<file path="config.mk">
export PLATFORM = sky130hd
export DESIGN_NAME = switch_out_arbiter_flat
export DESIGN_NICKNAME = d
export VERILOG_FILES = /design/src/rtl/switch_out_arbiter_if.sv /design/src/rtl/switch_out_arbiter.sv /design/src/flat_wrapper.sv
export SDC_FILE = /design/constraint.sdc
export NUM_CORES = 1
export LEC_CHECK = 0
export BUFFER_PORTS_ARGS = -buffer_cell sky130_fd_sc_hd__buf_2
export CORE_ASPECT_RATIO = 0.75
export CORE_MARGIN = 2
export CORE_UTILIZATION = 42
export CTS_CLUSTER_SIZE = 30
export DETAILED_ROUTE_END_ITERATION = 8
export HOLD_SLACK_MARGIN = 0.15
export PLACE_DENSITY_LB_ADDON = 0.3
export SLEW_MARGIN = 20
export SYNTH_ARGS = -nofsm -noshare
export SYNTH_HDL_FRONTEND = slang
export SYNTH_SLANG_ARGS = --single-unit
</file>
<file path="constraint.sdc">
create_clock -name clk -period 7.4 [get_ports clk]
set_input_delay 0.37 -clock clk [delete_from_list [all_inputs] [get_ports clk]]
set_output_delay 0.37 -clock clk [all_outputs]
set_load 0.1 [all_outputs]
</file>
<file path="src/rtl/switch_out_arbiter_if.sv">
// Request/grant bundle between the input buffers and one switch output arbiter.
// The slave modport is the arbiter's side; the master modport is the requester side.
interface switch_out_arbiter_if #(
   parameter int unsigned PORTS_NUM = 4,
   parameter int unsigned IDX_SIZE  = 3
);
   localparam int unsigned REQ_N = PORTS_NUM + 1;

   logic [REQ_N-1:0]    req_i;
   logic [REQ_N-1:0]    last_i;
   logic                xfer_i;
   logic [REQ_N-1:0]    grant_o;
   logic [IDX_SIZE-1:0] grant_idx_o;
   logic                busy_o;
   logic                timeout_o;

   modport master (
      output req_i, last_i, xfer_i,
      input  grant_o, grant_idx_o, busy_o, timeout_o
   );

   modport slave (
      input  req_i, last_i, xfer_i,
      output grant_o, grant_idx_o, busy_o, timeout_o
   );
endinterface

</file>
<file path="src/rtl/switch_out_arbiter.sv">
// Round-robin wormhole arbiter for one switch output; locks a requester until its last flit.
// Define ARB_TIMEOUT_EN to add a stall counter that forces release after TIMEOUT idle LOCKED cycles.
module switch_out_arbiter #(
   parameter int unsigned PORTS_NUM = 4,
   parameter int unsigned IDX_SIZE  = 3,
   parameter int unsigned TIMEOUT   = 16
) (
   input logic                  clk,
   input logic                  a_rst,
   switch_out_arbiter_if.slave  bus
);
   localparam int unsigned REQ_N = PORTS_NUM + 1;

   if (IDX_SIZE < $clog2(REQ_N) || TIMEOUT == 0) begin : g_cfg_err
      $error("switch_out_arbiter: IDX_SIZE too small or TIMEOUT is zero");
   end

   typedef enum logic {S_IDLE, S_LOCKED} state_t;

   state_t              state;
   logic [REQ_N-1:0]    grant;
   logic [IDX_SIZE-1:0] grant_idx;
   logic [IDX_SIZE-1:0] rr_ptr;
   logic                busy;
   logic                timeout;

   logic [REQ_N-1:0]    last_vec_c;
   logic [REQ_N-1:0]    cand_c;
   logic [IDX_SIZE-1:0] scan_ptr_c;
   logic [IDX_SIZE-1:0] rel_ptr_c;
   logic [IDX_SIZE-1:0] win_c;
   logic                win_valid_c;
   logic                release_c;
   logic                force_c;
   logic                rel_any_c;

   // First set bit of cand scanning ptr, ptr+1, ... modulo REQ_N.
   function automatic logic [IDX_SIZE-1:0] rr_pick(input logic [REQ_N-1:0] cand,
                                                   input logic [IDX_SIZE-1:0] ptr);
      logic             found;
      logic [REQ_N-1:0] rot;
      int unsigned      j;
      found   = 1'b0;
      rr_pick = '0;
      for (int unsigned k = 0; k < REQ_N; k++) begin
         j   = (32'(ptr) + k) % REQ_N;
         rot = cand >> j;
         if (!found && rot[0]) begin
            found   = 1'b1;
            rr_pick = IDX_SIZE'(j);
         end
      end
   endfunction

   function automatic logic [IDX_SIZE-1:0] ptr_after(input logic [IDX_SIZE-1:0] idx);
      return (idx == IDX_SIZE'(PORTS_NUM)) ? '0 : idx + IDX_SIZE'(1);
   endfunction

`ifdef ARB_TIMEOUT_EN
   localparam int unsigned CNT_W = (TIMEOUT > 1) ? $clog2(TIMEOUT) : 1;
   logic [CNT_W-1:0] stall_cnt;

   assign force_c = (state == S_LOCKED) && !bus.xfer_i &&
                    (stall_cnt == CNT_W'(TIMEOUT - 1));

   // Counts LOCKED cycles without a transfer; any grant change or transfer restarts it.
   always_ff @(posedge clk or posedge a_rst) begin
      if (a_rst) begin
         stall_cnt <= '0;
      end else if (state == S_IDLE || rel_any_c || bus.xfer_i) begin
         stall_cnt <= '0;
      end else begin
         stall_cnt <= stall_cnt + CNT_W'(1);
      end
   end
`else
   assign force_c = 1'b0;
`endif

   // Release detection and candidate selection; on release the holder is masked out.
   always_comb begin
      last_vec_c  = bus.last_i >> grant_idx;
      release_c   = (state == S_LOCKED) && bus.xfer_i && last_vec_c[0];
      rel_any_c   = release_c || force_c;
      rel_ptr_c   = ptr_after(grant_idx);
      cand_c      = bus.req_i;
      scan_ptr_c  = rr_ptr;
      if (state == S_LOCKED) begin
         cand_c     = bus.req_i & ~grant;
         scan_ptr_c = rel_ptr_c;
      end
      win_valid_c = |cand_c;
      win_c       = rr_pick(cand_c, scan_ptr_c);
   end

   always_ff @(posedge clk or posedge a_rst) begin
      if (a_rst) begin
         state     <= S_IDLE;
         grant     <= '0;
         grant_idx <= '0;
         busy      <= 1'b0;
         timeout   <= 1'b0;
         rr_ptr    <= '0;
      end else begin
         timeout <= force_c;
         if (state == S_IDLE || rel_any_c) begin
            if (rel_any_c) begin
               rr_ptr <= rel_ptr_c;
            end
            if (win_valid_c) begin
               state     <= S_LOCKED;
               busy      <= 1'b1;
               grant     <= REQ_N'(1) << win_c;
               grant_idx <= win_c;
            end else begin
               state     <= S_IDLE;
               busy      <= 1'b0;
               grant     <= '0;
               grant_idx <= '0;
            end
         end
      end
   end

   assign bus.grant_o     = grant;
   assign bus.grant_idx_o = grant_idx;
   assign bus.busy_o      = busy;
   assign bus.timeout_o   = timeout;
endmodule

</file>
<file path="src/flat_wrapper.sv">
// flat-port wrapper written by rule: the top's interface ports become plain ports
module switch_out_arbiter_flat 
#(
   parameter int unsigned PORTS_NUM = 4,
   parameter int unsigned IDX_SIZE  = 3,
   parameter int unsigned TIMEOUT   = 16
)
  (clk, a_rst, bus_req_i, bus_last_i, bus_xfer_i, bus_grant_o, bus_grant_idx_o, bus_busy_o, bus_timeout_o);
  switch_out_arbiter_if #(.PORTS_NUM(PORTS_NUM), .IDX_SIZE(IDX_SIZE)) bus_i ();
  input logic clk;
  input logic a_rst;
  input wire logic [$bits(bus_i.req_i)-1:0] bus_req_i;
  input wire logic [$bits(bus_i.last_i)-1:0] bus_last_i;
  input wire logic [$bits(bus_i.xfer_i)-1:0] bus_xfer_i;
  output wire logic [$bits(bus_i.grant_o)-1:0] bus_grant_o;
  output wire logic [$bits(bus_i.grant_idx_o)-1:0] bus_grant_idx_o;
  output wire logic [$bits(bus_i.busy_o)-1:0] bus_busy_o;
  output wire logic [$bits(bus_i.timeout_o)-1:0] bus_timeout_o;
  assign bus_i.req_i = bus_req_i;
  assign bus_i.last_i = bus_last_i;
  assign bus_i.xfer_i = bus_xfer_i;
  assign bus_grant_o = bus_i.grant_o;
  assign bus_grant_idx_o = bus_i.grant_idx_o;
  assign bus_busy_o = bus_i.busy_o;
  assign bus_timeout_o = bus_i.timeout_o;
  switch_out_arbiter #(.PORTS_NUM(PORTS_NUM), .IDX_SIZE(IDX_SIZE), .TIMEOUT(TIMEOUT)) u_core (.clk(clk), .a_rst(a_rst), .bus(bus_i));
endmodule
</file>
==> flow_summary.json <==
{
  "cts_made_buffers": 3,
  "ctsHoldBuffers": 0,
  "start_util": 0.430,
  "layout.nets": 421,
  "die_h_um": 73.3,
  "reg2reg_to": "u_core.bus.grant_o[1]$_DFFE_PP0N_",
  "crit_arrival_ns": 6.39,
  "grt_pass1_vias": 2623,
  "gp_congestion": 1.02,
  "hold_violations": 0,
  "synthFlopType": "dfrtp_1",
  "yosysTopAreaCellShare": 0.116,
  "dieArea_um2": 7070,
  "worstPathRequired_ns": 7.58,
  "min_period_ns": 6.22,
  "crit_end": "u_core.bus.grant_o[1]$_DFFE_PP0N_",
  "gr-total-overflow": 0,
  "die_x_um": 96.5,
  "crit_fanout": 10,
  "max_cap_viol_count": 0,
  "hp-class": "in -> async",
  "cts_resized": 0,
  "tightestPinTransition_ns": 0.878,
  "wl_per_cell_um": 18.0,
  "cts-root-buf": "clkbuf_8",
  "ys_warn_count": 0,
  "grt_max_degree": 38,
  "synth_seq_cells": 12,
  "synth_area_leaders": "ha_1 (12%), dfrtp_1 (11%), nand2_1 (5.0%)",
  "reg2regPathDepth": 21,
  "slew-limit-headroom": 0.414,
  "drt-initial-drc-count": 289,
  "startpoint": "u_core.bus.grant_idx_o[0]$_DFFE_PP0N_",
  "hpwl_um": 6300,
  "critical_path_class": "reg -> reg",
  "antenna_cells": 0,
  "setup_viol": 0,
  "netlist_area_um2": 2690,
  "routedLengthMet1_um": 3890,
  "core_area_um2": 6260,
  "syn_to_final_growth_pct": 7.71,
  "finalCritPeriodShare": 0.840,
  "rows": 25,
  "cts_setup_buffers": 0,
  "setup_tns_ns": 0,
  "wl_met2_um": 3610,
  "clock_sinks": 12,
  "synth_cell_types": 77,
  "n_fill_cell": 625,
  "r2r_start": "u_core.bus.grant_idx_o[0]$_DFFE_PP0N_",
  "clk_latency_ns": 0.25,
  "drt-total-wl_um": 8320,
  "cp-end-kind": "register",
  "track_usage": 0.231,
  "drcViolationCount": 0,
  "first_pass_iters": 5,
  "synth_edf_count": 0,
  "synth.largest_area_cell": "ha_1",
  "synthesis.nets": 409,
  "antenna_found_initial": 0,
  "cts_buffer_depth": 2,
  "top_layer": "met4",
  "slew_violations": 0,
  "port_buffers": 21,
  "synth-seq-area-share": 0.112,
  "r2r_slack_ns": 1.18,
  "clock.fmax_ghz": 0.161,
  "startpoint_type": "register",
  "h-tree-depth": 1,
  "synthCells": 370,
  "cts_tree": "done",
  "yosysMostFrequentCell": "nand2_1",
  "hold_ws_ns": 0.144,
  "status": "complete, no violations",
  "avgSynthCellArea_um2": 7.28,
  "synth.top_cells.by_count": "nand2_1 (36), nor2_1 (32), ha_1 (25), a21oi_1 (24)",
  "clk_pin_slew_ns": 0.06,
  "via_count": 2965,
  "met3_length_um": 761,
  "grt_pass1_wl_um": 13000,
  "skew_ns": 0.00504,
  "ant_nets": 0,
  "synth-async-reset-ratio": 1.00,
  "rsz0062_at_grt": "no",
  "drt-vias-per-instance": 6.42,
  "io_pins": 23,
  "drive_above_1_share": 0.155
}
## state kept, by name, summed over array words and instances (netlist names)
name / count
u_core.bus.grant_o: 5
u_core.bus.grant_idx_o: 3
u_core.rr_ptr: 3
u_core.bus.busy_o: 1
## area by class of cell
type | instances | area (um^2) | share of cell area
Multi-Input combinational cell | 315 | 2210 | 0.761
Tap cell | 81 | 101 | 0.0349
Sequential cell | 12 | 300 | 0.104
Timing Repair Buffer | 27 | 150 | 0.0518
Clock buffer | 4 | 55.1 | 0.0190
Inverter | 23 | 86.3 | 0.0298
## stage by stage
stage	util	cell area, um^2	instances	setup WS, ns
6_report	0.464	2900	462	1.18
3_3_place_gp	0.455	2850	458	1.59
5_1_grt	0.464	2900	462	0.796
2_1_floorplan	-	2690	370	1.06
4_1_cts	0.464	2900	462	1.35
3_5_place_dp	0.455	2850	458	1.38
## how the worst min path moves through the flow
stage | to | from | cells past startpoint
floorplan | u_core.bus.busy_o$_DFFE_PP0N_ | a_rst | 1
global route | u_core.bus.grant_idx_o[2]$_DFFE_PP0N_ | a_rst | 2
global placement | u_core.bus.grant_idx_o[1]$_DFFE_PP0N_ | a_rst | 2
CTS | u_core.bus.grant_idx_o[0]$_DFFE_PP0N_ | a_rst | 2
finish | u_core.bus.grant_idx_o[0]$_DFFE_PP0N_ | a_rst | 2
detailed placement | u_core.bus.grant_o[0]$_DFFE_PP0N_ | a_rst | 2
## worst max-delay path: stages (launching register included)
cell and delay (ns):
dfrtp_1 0.49, inv_1 0.08, ha_1 0.23, or3b_4 0.45, a31oi_4 0.46, ha_1 0.43
inv_1 0.13, ha_1 0.24, o32ai_1 0.65, nor2_1 0.12, xnor2_1 0.26, ha_1 0.18
nand2b_1 0.12, nand2_1 0.06, mux2i_1 0.44, mux2_2 0.39, a32oi_1 0.25, nand4_1 0.25
o22ai_1 0.22, a21oi_1 0.06, o21ai_1 0.38, a32o_1 0.25
## routing by layer
metal / vias up / GRT usage
met1: 1409 / 0.345
met5: - / 0
met4: 0 / 0.0548
met3: 8 / 0.0441
li1: 1405 / -
met2: 143 / 0.343
## placed cells by master (no fill, tap or decap), types with 6 or more instances in the layout
master     n
buf_4      6
nor2_1    32
o21ai_0   21
xnor2_1    7
a31oi_1    7
nand4_1    6
nor2b_1    8
o211ai_1   7
nand2_1   36
nand3_1   12
mux2i_1    9
ha_1      25
inv_1     21
dfrtp_1   12
nor3_1    15
a21oi_1   24
buf_2     21
## cells by family (layout without fill, tap and decap cells)
group / after synthesis / count (layout) / synth area share
AO/OA/AOI/OAI: 126 / 126 / 0.345
flip-flops: 12 / 12 / 0.112
XOR/XNOR: 7 / 7 / 0.0228
adder cells (fa/ha/maj): 26 / 26 / 0.124
other: 1 / 1 / 0.00139
multiplexers: 15 / 15 / 0.0627
buffers and inverters: 43 / 54 / 0.0688
AND/OR/NAND/NOR: 140 / 140 / 0.264
Power is not shown: default switching activity piles up to over one toggle a cycle in this logic, so the estimate is an artifact.
